File: src/rtl/quad_access_if.sv
// CPU-side request/response and quad_mem port bundle for quad_access.
// slave = the sequencer's view, master = the requester/memory view.
interface quad_access_if #(
    parameter int DATA_SZ = 16,
    parameter int ADDR_SZ = 12
);
    logic               i_valid;
    logic               o_ready;
    logic               i_wr;
    logic [1:0]         i_bank;
    logic [ADDR_SZ-1:0] i_addr;
    logic [DATA_SZ-1:0] i_t;
    logic [DATA_SZ-1:0] i_x;
    logic [DATA_SZ-1:0] i_y;
    logic [DATA_SZ-1:0] i_z;
    logic               o_done;
    logic               o_err;
    logic [DATA_SZ-1:0] o_t;
    logic [DATA_SZ-1:0] o_x;
    logic [DATA_SZ-1:0] o_y;
    logic [DATA_SZ-1:0] o_z;
    logic               o_cs_ram;
    logic               o_cs_rom0;
    logic               o_cs_rom1;
    logic               o_mem_wr;
    logic [ADDR_SZ-1:0] o_mem_addr;
    logic [1:0]         o_mem_field;
    logic [DATA_SZ-1:0] o_mem_data;
    logic [DATA_SZ-1:0] i_mem_data;

    modport slave (
        input  i_valid, i_wr, i_bank, i_addr, i_t, i_x, i_y, i_z, i_mem_data,
        output o_ready, o_done, o_err, o_t, o_x, o_y, o_z,
               o_cs_ram, o_cs_rom0, o_cs_rom1, o_mem_wr, o_mem_addr, o_mem_field, o_mem_data
    );

    modport master (
        output i_valid, i_wr, i_bank, i_addr, i_t, i_x, i_y, i_z, i_mem_data,
        input  o_ready, o_done, o_err, o_t, o_x, o_y, o_z,
               o_cs_ram, o_cs_rom0, o_cs_rom1, o_mem_wr, o_mem_addr, o_mem_field, o_mem_data
    );
endinterface

File: src/rtl/quad_access.sv
// Sequences one whole-quad read or write into four field accesses on quad_mem.
// Latency: write done 5 cycles after accept, read 6, invalid bank 1.
// Backpressure: o_ready low from accept until the o_done cycle; i_valid ignored while busy.
module quad_access #(
    parameter int DATA_SZ = 16,
    parameter int ADDR_SZ = 12
) (
    input  logic          i_clk,
    input  logic          i_rst,
    quad_access_if.slave  bus
);
    typedef enum logic [2:0] {IDLE, RD, RD_TAIL, WR, DONE} state_t;

    state_t                   state;
    logic                     lat_rd;
    logic                     lat_err;
    logic [3:0][DATA_SZ-1:0]  wdat;
    logic [3:0][DATA_SZ-1:0]  cap;

    // o_mem_field doubles as the field counter; results land in cap and are
    // only published on completion so a reset mid-read never leaks a partial quad.
    always_ff @(posedge i_clk or posedge i_rst) begin
        if (i_rst) begin
            state           <= IDLE;
            lat_rd          <= 1'b0;
            lat_err         <= 1'b0;
            wdat            <= '0;
            cap             <= '0;
            bus.o_ready     <= 1'b1;
            bus.o_done      <= 1'b0;
            bus.o_err       <= 1'b0;
            bus.o_t         <= '0;
            bus.o_x         <= '0;
            bus.o_y         <= '0;
            bus.o_z         <= '0;
            bus.o_cs_ram    <= 1'b0;
            bus.o_cs_rom0   <= 1'b0;
            bus.o_cs_rom1   <= 1'b0;
            bus.o_mem_wr    <= 1'b0;
            bus.o_mem_addr  <= '0;
            bus.o_mem_field <= '0;
            bus.o_mem_data  <= '0;
        end else begin
            bus.o_done <= 1'b0;
            bus.o_err  <= 1'b0;
            case (state)
                IDLE: begin
                    if (bus.i_valid) begin
                        bus.o_ready     <= 1'b0;
                        wdat            <= {bus.i_z, bus.i_y, bus.i_x, bus.i_t};
                        lat_rd          <= !bus.i_wr;
                        bus.o_mem_addr  <= bus.i_addr;
                        bus.o_mem_field <= 2'd0;
                        if (bus.i_bank == 2'd3) begin
                            lat_err <= 1'b1;
                            state   <= DONE;
                        end else begin
                            lat_err        <= 1'b0;
                            state          <= bus.i_wr ? WR : RD;
                            bus.o_cs_ram   <= (bus.i_bank == 2'd0);
                            bus.o_cs_rom0  <= (bus.i_bank == 2'd1);
                            bus.o_cs_rom1  <= (bus.i_bank == 2'd2);
                            bus.o_mem_wr   <= bus.i_wr;
                            bus.o_mem_data <= bus.i_wr ? bus.i_t : '0;
                        end
                    end
                end
                RD: begin
                    // Read data trails the presented field by one cycle.
                    if (bus.o_mem_field != 2'd0)
                        cap[bus.o_mem_field - 2'd1] <= bus.i_mem_data;
                    bus.o_mem_field <= bus.o_mem_field + 2'd1;
                    if (bus.o_mem_field == 2'd3) begin
                        state         <= RD_TAIL;
                        bus.o_cs_ram  <= 1'b0;
                        bus.o_cs_rom0 <= 1'b0;
                        bus.o_cs_rom1 <= 1'b0;
                    end
                end
                RD_TAIL: begin
                    cap[3] <= bus.i_mem_data;
                    state  <= DONE;
                end
                WR: begin
                    bus.o_mem_field <= bus.o_mem_field + 2'd1;
                    if (bus.o_mem_field == 2'd3) begin
                        state          <= DONE;
                        bus.o_cs_ram   <= 1'b0;
                        bus.o_cs_rom0  <= 1'b0;
                        bus.o_cs_rom1  <= 1'b0;
                        bus.o_mem_wr   <= 1'b0;
                        bus.o_mem_data <= '0;
                    end else begin
                        bus.o_mem_data <= wdat[bus.o_mem_field + 2'd1];
                    end
                end
                DONE: begin
                    state       <= IDLE;
                    bus.o_ready <= 1'b1;
                    bus.o_done  <= 1'b1;
                    bus.o_err   <= lat_err;
                    if (lat_rd && !lat_err) begin
                        bus.o_t <= cap[0];
                        bus.o_x <= cap[1];
                        bus.o_y <= cap[2];
                        bus.o_z <= cap[3];
                    end
                end
                default: state <= IDLE;
            endcase
        end
    end
endmodule

File: src/flat_wrapper.sv
// flat-port wrapper written by rule: the top's interface ports become plain ports
module quad_access_flat 
#(
    parameter int DATA_SZ = 16,
    parameter int ADDR_SZ = 12
)
  (i_clk, i_rst, bus_i_valid, bus_i_wr, bus_i_bank, bus_i_addr, bus_i_t, bus_i_x, bus_i_y, bus_i_z, bus_i_mem_data, bus_o_ready, bus_o_done, bus_o_err, bus_o_t, bus_o_x, bus_o_y, bus_o_z, bus_o_cs_ram, bus_o_cs_rom0, bus_o_cs_rom1, bus_o_mem_wr, bus_o_mem_addr, bus_o_mem_field, bus_o_mem_data);
  quad_access_if #(.DATA_SZ(DATA_SZ), .ADDR_SZ(ADDR_SZ)) bus_i ();
  input  logic i_clk;
  input  logic i_rst;
  input wire logic [$bits(bus_i.i_valid)-1:0] bus_i_valid;
  input wire logic [$bits(bus_i.i_wr)-1:0] bus_i_wr;
  input wire logic [$bits(bus_i.i_bank)-1:0] bus_i_bank;
  input wire logic [$bits(bus_i.i_addr)-1:0] bus_i_addr;
  input wire logic [$bits(bus_i.i_t)-1:0] bus_i_t;
  input wire logic [$bits(bus_i.i_x)-1:0] bus_i_x;
  input wire logic [$bits(bus_i.i_y)-1:0] bus_i_y;
  input wire logic [$bits(bus_i.i_z)-1:0] bus_i_z;
  input wire logic [$bits(bus_i.i_mem_data)-1:0] bus_i_mem_data;
  output wire logic [$bits(bus_i.o_ready)-1:0] bus_o_ready;
  output wire logic [$bits(bus_i.o_done)-1:0] bus_o_done;
  output wire logic [$bits(bus_i.o_err)-1:0] bus_o_err;
  output wire logic [$bits(bus_i.o_t)-1:0] bus_o_t;
  output wire logic [$bits(bus_i.o_x)-1:0] bus_o_x;
  output wire logic [$bits(bus_i.o_y)-1:0] bus_o_y;
  output wire logic [$bits(bus_i.o_z)-1:0] bus_o_z;
  output wire logic [$bits(bus_i.o_cs_ram)-1:0] bus_o_cs_ram;
  output wire logic [$bits(bus_i.o_cs_rom0)-1:0] bus_o_cs_rom0;
  output wire logic [$bits(bus_i.o_cs_rom1)-1:0] bus_o_cs_rom1;
  output wire logic [$bits(bus_i.o_mem_wr)-1:0] bus_o_mem_wr;
  output wire logic [$bits(bus_i.o_mem_addr)-1:0] bus_o_mem_addr;
  output wire logic [$bits(bus_i.o_mem_field)-1:0] bus_o_mem_field;
  output wire logic [$bits(bus_i.o_mem_data)-1:0] bus_o_mem_data;
  assign bus_i.i_valid = bus_i_valid;
  assign bus_i.i_wr = bus_i_wr;
  assign bus_i.i_bank = bus_i_bank;
  assign bus_i.i_addr = bus_i_addr;
  assign bus_i.i_t = bus_i_t;
  assign bus_i.i_x = bus_i_x;
  assign bus_i.i_y = bus_i_y;
  assign bus_i.i_z = bus_i_z;
  assign bus_i.i_mem_data = bus_i_mem_data;
  assign bus_o_ready = bus_i.o_ready;
  assign bus_o_done = bus_i.o_done;
  assign bus_o_err = bus_i.o_err;
  assign bus_o_t = bus_i.o_t;
  assign bus_o_x = bus_i.o_x;
  assign bus_o_y = bus_i.o_y;
  assign bus_o_z = bus_i.o_z;
  assign bus_o_cs_ram = bus_i.o_cs_ram;
  assign bus_o_cs_rom0 = bus_i.o_cs_rom0;
  assign bus_o_cs_rom1 = bus_i.o_cs_rom1;
  assign bus_o_mem_wr = bus_i.o_mem_wr;
  assign bus_o_mem_addr = bus_i.o_mem_addr;
  assign bus_o_mem_field = bus_i.o_mem_field;
  assign bus_o_mem_data = bus_i.o_mem_data;
  quad_access #(.DATA_SZ(DATA_SZ), .ADDR_SZ(ADDR_SZ)) u_core (.i_clk(i_clk), .i_rst(i_rst), .bus(bus_i));
endmodule
File: config.mk
export PLATFORM = sky130hd
export DESIGN_NAME = quad_access_flat
export DESIGN_NICKNAME = d
export VERILOG_FILES = /design/src/rtl/quad_access_if.sv /design/src/rtl/quad_access.sv /design/src/flat_wrapper.sv
export SDC_FILE = /design/constraint.sdc
export NUM_CORES = 1
export LEC_CHECK = 0
export CORE_UTILIZATION = 40
export DETAILED_ROUTE_END_ITERATION = 8
export PLACE_DENSITY = 0.76
export SYNTH_ARGS = -nofsm -noshare
export SYNTH_HDL_FRONTEND = slang
export SYNTH_SLANG_ARGS = --single-unit
File: constraint.sdc
create_clock -name i_clk -period 8.6 [get_ports i_clk]
set_input_delay 1.72 -clock i_clk [delete_from_list [all_inputs] [get_ports i_clk]]
set_output_delay 1.72 -clock i_clk [all_outputs]
set_load 0.01 [all_outputs]
-- Word-level counts from Yosys, hierarchy flattened
Cells that the tools add are included.
- input port bits: 98
- logic and storage cells: 104
- register bits after elaboration: 234
- output and inout bits: 101
- order comparisons: 3
- equal/unequal tests: 14
- mux-type cells: 38
- reductions and logical operators: 22
- add/subtract/negate cells: 2
- operator list (cell ; count):
    $mux W16 ; 6
    $bwmux W64 ; 1
    $mux W64 ; 1
    $pmux W16 S2 ; 2
    $bmux W16 S2 ; 1
    $demux W16 S2 ; 1
    $mux W1 ; 13
    $mux W3 ; 4
    $pmux W3 S4 ; 1
    $reduce_and A2 Y1 ; 6
    $pmux W1 S2 ; 5
    $reduce_bool A2 Y1 ; 5
    $ne A2 B1 Y1 const B ; 4
    $reduce_and A4 Y1 ; 2
    $eq A2 B2 Y1 const B ; 3
    $eq A3 B2 Y1 const B ; 2
    $lt A2 B3 Y1 const B ; 2
    $reduce_and A3 Y1 ; 2
    $mux W2 ; 2
    $ne A2 B2 Y1 const B ; 2
    $pmux W2 S2 ; 1
    $eq A3 B1 Y1 const B ; 1
    $eq A3 B3 Y1 const B ; 1
    $logic_not A3 Y1 ; 1
    other kinds (8) ; 10

-- Logic depth before layout (Yosys ltp)
Gate-level depths: netlist of the first run.
- word-level depth: 8
- mapped depth: 9
- gate-level depth less buffers: 5

-- Worst setup path after synthesis of the first run
OpenSTA, ideal clock, no wires.
- path kind: register to register
- start point: register u_core.bus.o_mem_field[0] (netlist name)
- end point: register u_core.bus.o_mem_data[1] (netlist name)
- slack: 5860 ps
- library setup time: 126 ps
- data required time: 8474 ps
- buffers on the path: 4
- arrival: 2614 ps
- clock period less this slack: 2740 ps
- cell stages (with the launch flop): 10
- cell sequence: dfrtp_1 -> buf_2 -> buf_1 -> inv_1 -> ha_1 -> buf_4 -> buf_2 -> mux4_2 -> a22oi_1 -> a21oi_1
- word-level cells in the longest chain between the ends: 5
- elaborated cells on any way between the ends: 6
- classes of those cells: 1 x add/sub; 1 x eq/ne; 4 x mux
- RTL lines (what ; line ; source):
    start: declaration ; quad_access_if.sv:34 ; o_cs_ram, o_cs_rom0, o_cs_rom1, o_mem_wr, o_mem_addr, o_mem_field, o_mem_data
    start signal: assignment ; quad_access.sv:72 ; bus.o_mem_field <= bus.o_mem_field + 2'd1;
    start signal: assignment ; quad_access.sv:85 ; bus.o_mem_field <= bus.o_mem_field + 2'd1;
    $add A2 B1 Y2 ; quad_access.sv:94 ; bus.o_mem_data <= wdat[bus.o_mem_field + 2'd1];
    $bmux W16 S2 ; quad_access.sv:94 ;
    $mux W16 (not written as such) ; quad_access.sv:94 ;
    $mux W16 (*) ; quad_access.sv:86 ; if (bus.o_mem_field == 2'd3) begin
    $pmux W16 S2 (*) ; quad_access.sv:46 ; case (state)
    end signal: assignment ; quad_access.sv:64 ; bus.o_mem_data <= bus.i_wr ? bus.i_t : '0;
    end signal: assignment ; quad_access.sv:94 ;
    end: declaration ; quad_access_if.sv:34 ;
Every way passes the cells marked *; elsewhere a longest branch is shown, timed or not. The select of a mux whose other input is x is not followed.
A chain may end at the register's enable or synchronous reset.

-- Worst setup path after layout of the first run
- start point: input bus_i_valid
- end point: register u_core.bus.o_mem_data[4] (netlist name)
- word-level cells in the longest chain between the ends: 2
- RTL lines (what ; line ; source):
    start: declaration ; flat_wrapper.sv:11 ; input wire logic [$bits(bus_i.i_valid)-1:0] bus_i_valid;
    $ne A2 B2 Y1 (no line) ; -- ;
    $reduce_and A3 Y1 (no line) ; -- ;
No other way between the ends.

==> impl_metrics.csv, run 1 <==
group,metric,value,unit
cts,postCtsSetupBuffers,0,
synth,synthArstFlopShare,100,%
grt,grt_overflow,0,
setup_path,worstSetupEndpointType,"flip-flop",
routing,firstDrtPassIters,5,
cts,path_clk_slew,0.06,ns
sta,timing.final.hold_violations,0,
setup_path,crit_arrival,4.07,ns
sta,hold_ws,0.469,ns
setup_path,reg2reg_from,"u_core.bus.o_mem_field[0]",
setup_path,slowest_delay,0.66,ns
setup_path,timing.rr.end,"u_core.bus.o_mem_data[0]",
setup_path,r2r_cells,6,
synth,synth_edf_count,0,
floorplan,core,22800,µm²
synth,synth-seq-cells,234,
cts,insertion_delay,0.51,ns
sta,finClkSkew,0.0178,ns
floorplan,num_rows,55,
floorplan,fp.dieW,155,µm
sta,period_share,42.4,%
routing,dr.first_iter.drc_count,285,
place,hpwl,13100,µm
setup_path,cp_num_buf_inv,2,
synth,ys_warn_count,0,
setup_path,crit_chain,"clkdlybuf4s50_1 > nor4b_4 > buf_4 > a21bo_2 > nor2_1 > a21oi_1",
cts,cts_hold_buffers,0,
floorplan,design.die.area,24200,µm²
power,cellLeakagePower,0.00568,µW
power,ir_drop,0.201,mV
sta,tightest_slew,1.07,ns
outcome,status,"finished, final reports clean",
routing,drc,0,
grt,grt_max_degree,104,
cts,cts_max_level,1,
sta,finalSetupViolCount,0,
place,dp_slack,4.48,ns
grt,grt_pass1_wl,33700,µm
layout,area_growth,32.8,%
synth,netlist.area_leader.share,61.9,%
min_path,holdPathEnd,"u_core.wdat[17]",
routing,drt_wl_total,20300,µm
layout,layout_common_cells,"235 x nand2_1, 233 x dfrtp_1, 198 x clkdlybuf4s50_1",
floorplan,initial_core_util,41.2,%
layout,final_common_cell,"nand2_1",
layout,final_util,54.7,%
synth,ys_seq_area_share,62.2,%
cts,cts_tree,"built",
setup_path,path_max_fanout,80,
synth,syn_area,9420,µm²
setup_path,start_kind,"input port",
setup_path,crit_path_top_delay_cell,"buf_4",
sta,clock.fmax,274,MHz
sta,setup_slack,4.96,ns
sta,period_minus_slack,3.64,ns
routing,via_per_inst,4.89,
synth,synthFlopType,"dfrtp_1",
sta,rsz0062_at_grt,"false",
cts,clockBufferDepth,3,
sta,relSlewSlack,28.6,%
layout,nNetsFinal,1044,
synth,avgSynthCellArea,12.6,µm²
sta,drv_slew,0,
layout,fillCellCount,1985,
synth,synth_fp_nets,853,
routing,antenna_left,0,
synth,synthTopCellsByArea,"dfrtp_1 62%, mux2_2 15%, nand2_1 9.4%, mux4_2 3.8%, a22oi_1 1.3%",
grt,grt_util_all_layers,17.4,%
cts,post_cts_resized,0,
job,maxCapViolCount,0,
grt,antenna_found_initial,0,
sta,setup_tns,0,ns
cts,cts_made_buffers,25,
synth,synth.distinct_cells,34,
floorplan,io_pins,199,
setup_path,rrSetupSlack,5.74,ns
layout,drive_gt1_share,21.6,%
cts,clkSinkCount,234,
min_path,hold_class,"flip-flop to flip-flop",
place,gp_congestion,0.776,
routing,vias,6218,
routing,post_drt_wl_per_cell,16.0,µm
floorplan,die_h,155,µm
cts,root_buffer,"clkbuf_16",
min_path,whs_path_depth,2,
setup_path,cp.required,9.03,ns
setup_path,critical_path.top_delay_family,"buffers and inverters",
power,powerDensity,389,nW/µm²
grt,grt_pass1_vias,6492,
setup_path,critical_path_class,"input port to flip-flop",
synth,synthCells,750,
min_path,min_from,"u_core.wdat[17]",
synth,synth_area_leader_cell,"dfrtp_1",
layout,n_antenna_cell,0,
place,port_buffers,198,
==> stage by stage <==
stage	instances	instance area (µm²)	total power [µW]
2_1_floorplan	750	9420	3030
3_3_place_gp	1227	11600	3710
3_5_place_dp	1227	11600	3780
4_1_cts	1272	12500	4930
5_1_grt	1272	12500	5190
6_report	1272	12500	4870
==> Yosys cell counts, types with 2 or more instances <==
cell      count
and2_1        2
o31ai_1       2
buf_6         8
ha_1          5
nand2_1     235
a22oi_1      16
nor2_1       22
a21oi_1      19
mux4_2       16
mux2_2      129
nor4b_4       2
inv_1         4
buf_2        16
o221a_2       2
a21o_1        2
buf_1         5
buf_4         2
clkbuf_1     10
nand2_2       3
o21ai_0       2
nand3b_1      3
dfrtp_1     233
==> area by class of cell <==
cell class                 count  area, µm²  share of cell area, %
clock buffer                  33        716                   5.72
tap                          313        392                   3.13
sequential                   234       5860                   46.8
inverter                       4       22.5                  0.180
timing repair buffer         205       2030                   16.3
multi-input combinational    471       3310                   26.5
clock inverter                12        171                   1.37
==> worst max-delay path by stage <==
stage                     start                  endpoint  depth (start not counted)
finish              bus_i_valid  u_core.bus.o_mem_data[4]                          6
detailed placement  bus_i_valid  u_core.bus.o_mem_data[2]                          6
floorplan                 i_rst       u_core.bus.o_cs_ram                          1
CTS                 bus_i_valid  u_core.bus.o_mem_data[8]                          6
global placement    bus_i_valid  u_core.bus.o_mem_data[5]                          6
global route        bus_i_valid  u_core.bus.o_mem_data[9]                          6
==> worst register-to-register path: stages (launching register included) <==
cell     delay (ns)
dfrtp_1        0.32
buf_4          0.31
inv_1          0.16
ha_1           1.02
mux4_2         0.61
a22oi_1        0.20
a21oi_1        0.10
==> layer usage <==
layer / vias up / part of all wire (%) / global-route usage [%]
met5: - / 0 / 0
met4: 0 / 1.4 / 3.59
met3: 26 / 7.3 / 4.23
met2: 211 / 48 / 28.3
met1: 3069 / 44 / 23.7
li1: 2912 / - / -
==> logic make-up (layout without fill, tap and decap cells) <==
| group | Yosys count | in the layout | share of synthesized area [%] |
|---|---|---|---|
| mux | 145 | 145 | 19.2 |
| xor+xnor | 1 | 1 | 0.0930 |
| simple gates | 274 | 274 | 11.9 |
| flops | 234 | 234 | 62.2 |
| buf+inv | 45 | 254 | 2.72 |
| compound gates | 46 | 46 | 3.21 |
| fa+ha+maj | 5 | 5 | 0.664 |
==> power by group <==
group          switching (µW)  leakage [µW]  internal [µW]
Combinational             774       0.00239           1010
Sequential                310       0.00286           1640
Clock                     428      0.000430            704
Total                    1510       0.00568           3350
==> flip-flops by register name (all words and copies together), names as in the netlist, 2 cells and up <==
signal and count:
u_core.cap 64, u_core.wdat 64, u_core.bus.o_mem_data 16, u_core.bus.o_t 16, u_core.bus.o_x 16, u_core.bus.o_y 16
u_core.bus.o_z 16, u_core.bus.o_mem_addr 12, u_core.state 3, u_core.bus.o_mem_field 2
Note: power is estimated with default switching activity, not from simulation.
==> run 2, diff against run 1 <==
PLACE_DENSITY = 0.73   (was 0.76)
clock period = 3.5 ns   (was 8.6 ns; I/O delays follow)
==> impl_metrics.csv, run 2 (synthesized netlist as in run 1, its figures left out) <==
group,metric,value,unit
outcome,status,"finished, final reports clean",
setup_path,critical_path_class,"flip-flop to output port",
cts,cts_made_buffers,24,
min_path,hold_class,"flip-flop to flip-flop",
grt,grt_util_all_layers,17.6,%
layout,layout_common_cells,"235 x nand2_1, 233 x dfrtp_1, 198 x clkdlybuf4s50_1",
cts,clockBufferDepth,3,
floorplan,design.die.area,24200,µm²
setup_path,cp.required,2.80,ns
layout,nNetsFinal,1053,
sta,clock.fmax,400,MHz
layout,layout.cells.non_filler,1278,
sta,tightest_slew,0.804,ns
grt,grt_max_degree,82,
cts,cts_hold_buffers,0,
cts,clkSinkCount,234,
routing,vias,6273,
layout,final_common_cell,"nand2_1",
routing,dr.first_iter.drc_count,340,
place,dp_slack,0.603,ns
layout,drive_gt1_share,22.0,%
grt,grt_pass1_vias,6367,
sta,relSlewSlack,46.3,%
power,ir_drop,0.511,mV
sta,setup_tns,0,ns
sta,finalSetupViolCount,0,
grt,grt_pass1_wl,33800,µm
routing,via_per_inst,4.91,
grt,grt_overflow,0,
sta,timing.final.hold_violations,0,
layout,n_antenna_cell,0,
sta,drv_slew,0,
sta,period_share,71.5,%
setup_path,crit_arrival,1.80,ns
job,maxCapViolCount,0,
cts,cts_max_level,1,
sta,finClkSkew,0.00771,ns
routing,antenna_left,0,
grt,antenna_found_initial,0,
floorplan,io_pins,199,
place,gp_congestion,0.769,
place,dpl-instance-area,11800,µm²
sta,period_minus_slack,2.50,ns
power,cellLeakagePower,0.00574,µW
cts,insertion_delay,0.51,ns
place,port_buffers,198,
cts,cts_tree,"built",
floorplan,initial_core_util,41.2,%
sta,rsz0062_at_grt,"false",
cts,post_cts_resized,0,
layout,final_area,12600,µm²
layout,area_growth,33.9,%
sta,setup_slack,0.999,ns
floorplan,fp.dieW,155,µm
cts,path_clk_slew,0.06,ns
routing,post_drt_wl_per_cell,16.3,µm
setup_path,start_kind,"flip-flop",
layout,reg.largest.list,"u_core.cap (64), u_core.wdat (64)",
place,place_inst,1237,
routing,drt_wl_total,20900,µm
floorplan,num_rows,55,
setup_path,path_max_fanout,20,
place,hpwl,13800,µm
routing,drc,0,
floorplan,die_h,155,µm
setup_path,worstSetupEndpointType,"output port",
routing,firstDrtPassIters,4,
power,powerDensity,945,nW/µm²
cts,root_buffer,"clkbuf_16",
sta,hold_ws,0.469,ns
floorplan,core,22800,µm²
cts,postCtsSetupBuffers,0,
[run 2: area by class of cell]
cell class | instances | area (µm²)
fill | 1919 | 10200
sequential | 234 | 5860
multi-input combinational | 471 | 3310
timing repair buffer | 215 | 2210
clock buffer | 32 | 692
tap | 313 | 392
clock inverter | 9 | 130
inverter | 4 | 18.8
[run 2: worst paths after layout]
| path | start | endpoint | slack [ns] | cells past startpoint |
|---|---|---|---|---|
| worst min register to register | u_core.wdat[4] | u_core.wdat[4] | 0.47 | 2 |
| worst max-delay path | u_core.bus.o_mem_field[0] | bus_o_mem_field[0] | 1.0 | 2 |
| worst max register to register | u_core.state[0] | u_core.bus.o_x[2] | 1.16 | 5 |
| min in group asynchronous | i_rst | u_core.bus.o_t[15] | 0.69 | 2 |
| max in group asynchronous | i_rst | u_core.wdat[8] | 2.03 | 3 |
| worst min-delay path | u_core.wdat[4] | u_core.wdat[4] | 0.47 | 2 |
[run 2: power breakdown]
part / internal (µW) / switching [µW] / total, µW
Clock: 1610 / 1030 / 2640
Combinational: 2520 / 1930 / 4450
Sequential: 4040 / 780 / 4820
[run 2: per-layer routing]
layer  share of wire (%)  track usage, %  vias to the layer above  wire length [µm]
li1                    -               -                     2902                 -
met1                  43            24.1                     3130              9050
met2                  47            28.2                      220              9820
met3                 8.3            4.48                       21              1740
met4                 1.2            4.11                        0               258
met5                   0               0                        -                 0
[run 2: critical path, stage by stage, from the launching register on]
cell and delay, ns:
dfrtp_1 0.35, buf_4 0.33, clkdlybuf4s50_1 0.62
[run 2: stage by stage]
stage,power [µW],util (%)
floorplan,7440,-
global placement,9190,51.6
detailed placement,9350,51.6
CTS,12100,55.2
global route,12700,55.2
finish,11900,55.2
==> run 3, diff against run 2 <==
clock period = 2.5 ns   (was 3.5 ns; I/O delays follow)
==> impl_metrics.csv, run 3 (synthesized netlist as in run 1, its figures left out) <==
group,metric,value,unit
routing,vias,6348,
sta,finClkSkew,0.0116,ns
setup_path,cp.required,2.00,ns
sta,rsz0062_at_grt,"false",
layout,fillCellCount,1929,
routing,via_per_inst,4.97,
cts,clockBufferDepth,3,
power,cellLeakagePower,0.00572,µW
place,gp_congestion,0.796,
floorplan,core,22800,µm²
setup_path,crit_arrival,1.77,ns
cts,postCtsSetupBuffers,0,
cts,root_buffer,"clkbuf_16",
outcome,status,"finished, final reports clean",
sta,finalSetupViolCount,0,
floorplan,fp.dieW,155,µm
layout,drive_gt1_share,21.7,%
layout,multiInputGateArea,3310,µm²
setup_path,start_kind,"flip-flop",
sta,timing.final.hold_violations,0,
routing,drt_wl_total,21300,µm
grt,grt_pass1_vias,6688,
power,powerDensity,1330,nW/µm²
routing,dr.first_iter.drc_count,265,
setup_path,timing.rr.end,"u_core.cap[36]",
sta,drv_slew,0,
routing,post_drt_wl_per_cell,16.7,µm
setup_path,reg2reg_from,"u_core.bus.o_mem_field[1]",
cts,cts_made_buffers,25,
layout,final_common_cell,"nand2_1",
place,dpl-instance-area,11800,µm²
cts,cts_tree,"built",
floorplan,io_pins,199,
setup_path,crit_path_top_delay_cell,"clkdlybuf4s50_1",
sta,clock.fmax,440,MHz
layout,reg.largest.list,"u_core.cap (64), u_core.wdat (64)",
routing,antenna_left,0,
setup_path,critical_path.top_delay_family,"buffers and inverters",
grt,grt_util_all_layers,18.2,%
routing,firstDrtPassIters,4,
grt,antenna_found_initial,0,
cts,cts_hold_buffers,0,
setup_path,critical_path_class,"flip-flop to output port",
cts,clkSinkCount,234,
setup_path,crit_chain,"buf_4 > clkdlybuf4s50_1",
cts,insertion_delay,0.51,ns
cts,cts_max_level,1,
cts,post_cts_resized,0,
setup_path,worstSetupEndpointType,"output port",
layout,n_antenna_cell,0,
sta,relSlewSlack,60.7,%
grt,grt_overflow,0,
routing,drc,0,
min_path,hold_class,"input port to asynchronous set/reset pin",
layout,nNetsFinal,1050,
sta,tightest_slew,0.590,ns
place,dp_slack,0.288,ns
layout,final_area,12600,µm²
sta,setup_tns,0,ns
place,hpwl,13500,µm
grt,grt_pass1_wl,35300,µm
cts,path_clk_slew,0.07,ns
setup_path,slowest_delay,0.61,ns
power,power,16700,µW
floorplan,initial_core_util,41.2,%
grt,grt_max_degree,110,
place,port_buffers,198,
layout,layout_common_cells,"235 x nand2_1, 233 x dfrtp_1, 198 x clkdlybuf4s50_1",
sta,period_share,90.9,%
setup_path,r2r_cells,5,
job,maxCapViolCount,0,
sta,period_minus_slack,2.27,ns
sta,setup_slack,0.227,ns
floorplan,num_rows,55,
layout,register_area,5860,µm²
setup_path,path_max_fanout,20,
setup_path,rrSetupSlack,0.44,ns
layout,area_growth,33.4,%
floorplan,die_h,155,µm
floorplan,design.die.area,24200,µm²
setup_path,cp_num_buf_inv,2,
power,ir_drop,0.647,mV
-- run 3: changes by cell type in the layout (fill, tap and decap cells not counted) --
| cell | change |
|---|---|
| clkbuf_8 | +4 |
| clkinv_2 | +1 |
| clkinv_4 | -1 |
| clkbuf_1 | +1 |
| bufinv_16 | -2 |
| buf_4 | -4 |
| inv_6 | -1 |
-- run 3: area by class of cell --
class | instances | share of cell area (%)
Multi-Input combinational cell | 471 | 26.4
Sequential cell | 234 | 46.6
Clock inverter | 6 | 0.458
Inverter | 4 | 0.149
Clock buffer | 37 | 5.97
Timing Repair Buffer | 211 | 17.3
Tap cell | 313 | 3.12
-- run 3: worst max-delay path by stage --
stage / from / end / slack [ns] / cells past startpoint
after floorplan: i_rst / u_core.bus.o_cs_ram / -1.06 / 1
after global placement: bus_i_valid / u_core.bus.o_mem_addr[10] / 0.36 / 5
after detailed placement: bus_i_valid / u_core.wdat[58] / 0.29 / 5
after CTS: u_core.bus.o_mem_field[0] / bus_o_mem_field[0] / 0.17 / 2
after global routing: u_core.bus.o_mem_field[0] / bus_o_mem_field[0] / 0.14 / 2
final: u_core.bus.o_mem_field[0] / bus_o_mem_field[0] / 0.23 / 2
-- run 3: power breakdown --
part / internal (µW) / switching [µW] / leakage, µW
sequential: 5660 / 1040 / 0.00286
combinational: 3610 / 2780 / 0.00245
clock: 2160 / 1440 / 0.000400
-- run 3: layer usage --
metal	global-route usage (%)	vias to the layer above	wire, µm
met5	0	-	0
met4	4.62	0	318
met3	4.87	31	1640
met2	30.1	217	10300
met1	23.8	3192	9090
li1	-	2908	-
-- run 3: through the flow --
| stage | util, % | cells | hold WS (ns) |
|---|---|---|---|
| final | 55.0 | 1276 | 0.264 |
| after CTS | 55.0 | 1276 | 0.240 |
| after detailed placement | 51.5 | 1233 | 0.458 |
| after global placement | 51.5 | 1233 | 0.452 |
| after global routing | 55.0 | 1276 | 0.250 |
| after floorplan | - | 750 | 0.440 |
